--- config.mk ---
export PLATFORM = sky130hd
export DESIGN_NAME = mux_2to1
export DESIGN_NICKNAME = d
export VERILOG_FILES = /design/src/rtl/noc_pkg.sv /design/src/rtl/mux_2to1.sv
export SDC_FILE = /design/constraint.sdc
export NUM_CORES = 1
export LEC_CHECK = 0
export ABC_AREA = 1
export CORE_AREA = 10 10 83 85
export DETAILED_ROUTE_END_ITERATION = 16
export DIE_AREA = 0 0 93 95
export DONT_BUFFER_PORTS = 1
export PLACE_DENSITY = 0.67
export SYNTH_ARGS = -nofsm -noshare
export SYNTH_HDL_FRONTEND = slang
export SYNTH_SLANG_ARGS = --single-unit
--- constraint.sdc ---
create_clock -name clk -period 0.8 [get_ports clk]
set_input_delay 0.12 -clock clk [delete_from_list [all_inputs] [get_ports clk]]
set_output_delay 0.12 -clock clk [all_outputs]
set_load 0.02 [all_outputs]
--- src/rtl/noc_pkg.sv ---
// Shared NoC definitions: channel widths, flit type encodings and port-select constants
// used by the router crossbar legs.
package noc_pkg;

    localparam int DATAW = 66;
    localparam int VCHW  = 2;
    localparam int PORTW = 5;

    typedef enum logic [1:0] {
        TYPE_NONE = 2'b00,
        TYPE_HEAD = 2'b01,
        TYPE_DATA = 2'b10,
        TYPE_TAIL = 2'b11
    } flit_type_e;

    localparam logic [PORTW-1:0] SEL_P0 = 5'b00001;
    localparam logic [PORTW-1:0] SEL_P1 = 5'b00010;

    // The two top bits of a flit carry its type; the rest is payload.
    function automatic logic [DATAW-1:0] make_flit(input flit_type_e ftype,
                                                   input logic [DATAW-3:0] payload);
        return {ftype, payload};
    endfunction

endpackage

--- src/rtl/mux_2to1.sv ---
// Two-input flit multiplexer: one-hot select with port 0 priority, driving a single
// output channel through an optional one-cycle register stage.
module mux_2to1
    import noc_pkg::*;
#(
    parameter int DATA_W  = DATAW,
    parameter int VCH_W   = VCHW,
    parameter int PORT_W  = PORTW,
    parameter bit REG_OUT = 1'b1
) (
    input  logic              clk,
    input  logic              rst,
    input  logic [DATA_W-1:0] idata_0,
    input  logic              ivalid_0,
    input  logic [VCH_W-1:0]  ivch_0,
    input  logic [DATA_W-1:0] idata_1,
    input  logic              ivalid_1,
    input  logic [VCH_W-1:0]  ivch_1,
    input  logic [PORT_W-1:0] sel,
    output logic [DATA_W-1:0] odata,
    output logic              ovalid,
    output logic [VCH_W-1:0]  ovch
);

    logic [DATA_W-1:0] mux_data;
    logic              mux_valid;
    logic [VCH_W-1:0]  mux_vch;

    // Only the two low select bits name real ports; the rest are router-wide lanes.
    logic unused_sel_hi;
    assign unused_sel_hi = ^sel[PORT_W-1:2];

    // The if/else chain keeps the unselected port (even when X) off the outputs.
    always_comb begin
        mux_data  = '0;
        mux_valid = 1'b0;
        mux_vch   = '0;
        if (sel[0]) begin
            mux_data  = idata_0;
            mux_valid = ivalid_0;
            mux_vch   = ivch_0;
        end else if (sel[1]) begin
            mux_data  = idata_1;
            mux_valid = ivalid_1;
            mux_vch   = ivch_1;
        end
    end

    generate
        if (REG_OUT) begin : g_reg_out
            logic [DATA_W-1:0] data_q;
            logic              valid_q;
            logic [VCH_W-1:0]  vch_q;

            always_ff @(posedge clk) begin
                if (rst) begin
                    data_q  <= '0;
                    valid_q <= 1'b0;
                    vch_q   <= '0;
                end else begin
                    data_q  <= mux_data;
                    valid_q <= mux_valid;
                    vch_q   <= mux_vch;
                end
            end

            assign odata  = data_q;
            assign ovalid = valid_q;
            assign ovch   = vch_q;
        end else begin : g_comb_out
            logic unused_clk_rst;
            assign unused_clk_rst = clk ^ rst;

            assign odata  = mux_data;
            assign ovalid = mux_valid;
            assign ovch   = mux_vch;
        end
    endgenerate

endmodule

==> results_dict.tcl <==
set metrics [dict create \
    p_per_area_nw_per_um2 2315 \
    area_growth_pct 17.82 \
    drc 0 \
    grt_pass1_wl_mm 12.05 \
    antenna_found_initial 0 \
    power_switching_mw 1.795 \
    start_util_pct 49.20 \
    grt_max_degree 71 \
    timing.final.crit_period_ps 829.6 \
    chipWidth_um 93 \
    hold_slack_ps -148.6 \
    synth_nets 453 \
    cp_max_fo 1 \
    cts_tree "built" \
    crit_path_end_kind "output port" \
    clockRootBuffer "clkbuf_8" \
    synth_seq_area_share_pct 52.60 \
    clk_pin_slew_ps 80 \
    core.rowCount 27 \
    min_period_over_period_pct 103.7 \
    grt_pass1_vias 2212 \
    fill_cells 470 \
    drt-initial-drc-count 121 \
    switching_share_pct 25.06 \
    vias 2122 \
    cp_data_arrival_time_ps 710 \
    grt_usage_pct 17.45 \
    finalHoldViolations 68 \
    status "finished, violations left" \
    drive_gt1_share_pct 37.75 \
    die_h_um 95 \
    num-nets-final 442 \
    p_total_mw 7.164 \
    synthTopCellsByCount "dfxtp_1 (69), nand2_1 (69), a21oi_1 (59), nand3_1 (59), buf_2 (18)" \
    synthTopCellsByArea "dfxtp_1 (53%), a21oi_1 (11%), nand3_1 (11%)" \
    clkPwrFrac_pct 40.1 \
    ioPinCount 214 \
    core-area_um2 5338 \
    syn_inst 308 \
    numClockSinks 69 \
    ys_ff_latch 69 \
    setup_ws_ps -29.62 \
    dp_hpwl_mm 5.859 \
    avgSynthCellArea_um2 8.527 \
    hold_class "in2reg" \
    fin_util_pct 57.97 \
    grt_overflow 0 \
    rsz0062_at_grt "true" \
    diodes 0 \
    final_antenna_net_count 0 \
    dr.pass1.iters 4 \
    violations "negative hold slack, negative setup slack" \
    ys_types 12 \
    yosys_warnings 0 \
    p_int_mw 5.369 \
    comb_power_share_pct 5.5 \
    worst_ep_required_time_ps 680 \
    gp_congestion 0.7680 \
    netlist_area_um2 2626 \
    crit_cells 0 \
    h-tree-depth 3 \
    worst_pin_slew_ps 167.8 \
    setup_viol 70 \
    wire_per_inst_um 22.01 \
    p_leak_nw 1.116 \
    via_per_inst 5.674 \
    synth_top_area_share_pct 52.60 \
    irDropWorstVdd_mv 1.237 \
    ys.flop_type "dfxtp_1" \
    slew_viol_final 0 \
    start_kind "register" \
    drv_cap 0 \
    yosysTopAreaCell "dfxtp_1" \
    crit_type "reg2out" \
    synthArstFlopShare_pct 0 \
    portBuffers 0 \
    clk_path_buf_depth 2 \
    cts_made_buffers 9 \
    slew_headroom_pct 88.82 \
    pwr-share-seq_pct 54.4 \
    drt-total-wl_mm 8.230 \
    fmax_mhz 1205 \
    holdPathStages 1 \
    synth_edf_count 0 \
    dieArea_um2 8835 \
]
## metal layers
layer  track usage, %  share of wire (%)  up-vias
li1                 -                  -     1013
met4            6.298               0.83        0
met5                0                  0        -
met1            16.66                 34      981
met3            10.63                 12        6
met2            30.37                 53      122
## cells by family (layout without fill, tap and decap cells)
logic type	count (synthesis)	after routing	synth area share, %
buffers and inverters	32	26	7.909
AOI/OAI and AO/OA	69	69	14.58
DFF	69	69	52.60
and+or+nand+nor	138	138	24.92
## flip-flops by register name (all words and copies together) (netlist names)
name	flops
odata	66
ovch	2
ovalid	1
## path summary, 6_finish.rpt
| kind | to | start |
|---|---|---|
| worst max-delay path | odata[8] | odata[8] |
| worst min-delay path | odata[37] | rst |
## placed cells by master (no fill, tap or decap)
master | Yosys | routed
nand2_1 | 69 | 69
dfxtp_4 | 0 | 69
nand3_1 | 59 | 59
a21oi_1 | 59 | 59
clkbuf_8 | 0 | 11
nand3_2 | 10 | 10
a21oi_2 | 10 | 10
buf_4 | 2 | 5
buf_12 | 0 | 3
clkinvlp_4 | 0 | 2
inv_6 | 1 | 1
bufinv_16 | 0 | 1
clkinv_4 | 0 | 1
clkinv_2 | 0 | 1
dlygate4sd3_1 | 0 | 1
## layout make-up
cell class	count	area [um2]	share of cell area, %
tap	72	90.09	2.911
clock buffer	11	151.4	4.893
multi-input combinational	207	1037	33.52
sequential	69	1640	53.01
inverter	1	8.758	0.2831
timing repair buffer	9	107.6	3.478
clock inverter	5	58.81	1.901
## per-stage QoR
step	TNS [ps]	hold slack [ps]	setup slack [ps]	instances	cell area, um2
5_1_grt	-3991	-177.5	-68.54	374	3094
4_1_cts	-2856	-172.8	-52.04	369	3057
2_1_floorplan	0	259.5	2.938	308	2626
3_3_place_gp	0	193.6	130.1	352	2577
3_5_place_dp	0	195.0	103.4	352	2577
6_report	-1344	-148.6	-29.62	374	3094
## power by group through the flow
stage / combinational, mW / clock (mW) / sequential (mW)
6_report: 0.396 / 2.87 / 3.90
3_5_place_dp: 0.378 / 0 / 4.07
3_3_place_gp: 0.365 / 0 / 4.07
2_1_floorplan: 0.489 / 0 / 4.01
5_1_grt: 0.460 / 3.11 / 3.92
4_1_cts: 0.381 / 2.95 / 3.91
## repair_timing
action,in CTS,in global routing
setup endpoints to repair,69,70
endpoints found under the hold margin,69,69
gates resized for setup,138,0
hold buffers,1,1
setup buffers,0,5
No activity file was read; power rests on OpenSTA's default activity.
==> RTL edit (config.mk and constraints unchanged) <==
Set the package constant `VCHW` to 1 (it was 2).
--- a/src/rtl/noc_pkg.sv
+++ b/src/rtl/noc_pkg.sv
@@ -5,3 +5,3 @@
     localparam int DATAW = 66;
-    localparam int VCHW  = 2;
+    localparam int VCHW  = 1;
     localparam int PORTW = 5;
Ports: changed (resized ivch_0, ivch_1 and ovch); port bits go from 214 to 211. The function was not compared with the original's and may differ.
==> RTL edit against the original RTL <==
  * Cell area decreased by 1.3%
  * Wire length increased by 3.5%
  * First-iteration DRC count increased by 21%
  * Largest power group unchanged
  * Setup slack got worse by 0.0071 ns
  * Sequential cell count decreased by 1
  * Global-route usage increased by 0.93 points
  * Synthesized area increased by 3.1%
  * Clock power decreased by 10%
  * Non-clock buffer count decreased by 6
  * The run still ends with hold timing, setup timing left
  * Total power decreased by 5.0%
  * Critical endpoint is now odata[59]
==> RTL edit: results (changes against the original RTL) <==
Routing
  – Initial DRC Count: 146 (+21%)
  – Total vias in the final route: 2,083 (-1.8%)
  – Post-detailed-routing wire length: 8520 um (+3.5%)

Timing
  – Final critical-path setup slack: -0.0367 ns (-0.00708 ns)
  – Number of endpoints failing setup at the final stage: 68 (-2.9%)
  – Worst hold-check slack: -0.160 ns (-0.0113 ns)
  – Hold Fails Final Rpt: 68 (unchanged)
  – Rel. slew slack: 0.888 (about the same)

Synth
  – Synth unique cells: 13 (+1)
  – Instance count of the mapped netlist: 304 (-1.3%)
  – Most frequent cells after synthesis: sky130_fd_sc_hd__dfxtp_1, sky130_fd_sc_hd__nand2_1, sky130_fd_sc_hd__a21oi_1, sky130_fd_sc_hd__nand3_1
  – Fraction of the mapped netlist area in compound gates: 0.153 (+0.00764)
  – Seq/Total Area, Yosys: 0.503 (-0.0232)
  – Nets in the synthesized netlist: 447 (-1.3%)

Power and ir drop
  – Static leakage: 0.00107 uW (-4.1%)
  – Maximum vdd drop: 1.24 mV (+0.10%)

Place
  – Post-DP HPWL: 5990 um (+2.3%)
  – Pre-CTS setup slack: 0.0910 ns (-0.0124 ns)

Layout
  – Layout cells sized above 1: 0.428 (+0.0506)
  – Net total in the final layout: 430 (-2.7%)
  – Non-filler cells in the finished layout: 364 (-2.7%)

Global route
  – Vias in the first global route: 2,239 (+1.2%)
  – Global-route total usage across every layer: 0.184 (+0.00935)
  – First-pass GRT wire length: 12,600 um (+4.1%)
  – Maximum number of pins on one net before global-route repair: 70 (-1.4%)

Status
  – Outcome: finished, violations left
  – Failing checks: hold timing, setup timing
RTL edit: cell types whose count changed after synthesis, sizes merged:
| cell | before | now |
|---|---|---|
| a21oi | 69 | 68 |
| buf | 26 | 27 |
| clkbuf | 5 | 4 |
| dfxtp | 69 | 68 |
| nand2 | 69 | 68 |
| nand3 | 69 | 68 |
RTL edit: where the power goes:
| group | leakage (uW) | internal [uW] | switching, uW |
|---|---|---|---|
| combinational | 0.000371 | 190 | 202 |
| clock | 0.0000937 | 1380 | 1190 |
| sequential | 0.000606 | 3500 | 340 |
RTL edit: cell families (layout without fill, tap and decap cells):
family,count (synthesis),in the layout
AO/OA/AOI/OAI,68,68
buffers and inverters,32,20
flip-flops,68,68
AND/OR/NAND/NOR,136,136
RTL edit: path summary, 6_finish.rpt:
path / startpoint / end / slack (ns) / depth (start not counted)
worst max-delay path: odata[59] / odata[59] / -0.04 / 0
worst min-delay path: rst / odata[10] / -0.16 / 1
RTL edit: final cells by class:
| class | count | area [um2] | area share |
|---|---|---|---|
| repair buffers | 3 | 47.5 | 0.0156 |
| clock inverters | 1 | 5.00 | 0.00164 |
| inverters | 1 | 6.26 | 0.00205 |
| well taps | 72 | 90.1 | 0.0295 |
| clock buffers | 15 | 176 | 0.0578 |
| multi-input cells | 204 | 1110 | 0.364 |
| flip-flops and latches | 68 | 1620 | 0.530 |
RTL edit: timing repair:
item,4_1_cts,5_1_grt
resized for setup,136,0
setup endpoints to repair,68,68
endpoints found under the hold margin,68,68
setup buffers,0,0
RTL edit: per-layer routing:
metal / routed length, um / share of wire / track usage / vias up
met1: 3040 / 0.36 / 0.182 / 951
met5: 0 / 0 / 0 / -
met4: 119 / 0.014 / 0.0746 / 0
met2: 4340 / 0.51 / 0.315 / 136
li1: - / - / - / 986
met3: 1020 / 0.12 / 0.102 / 10
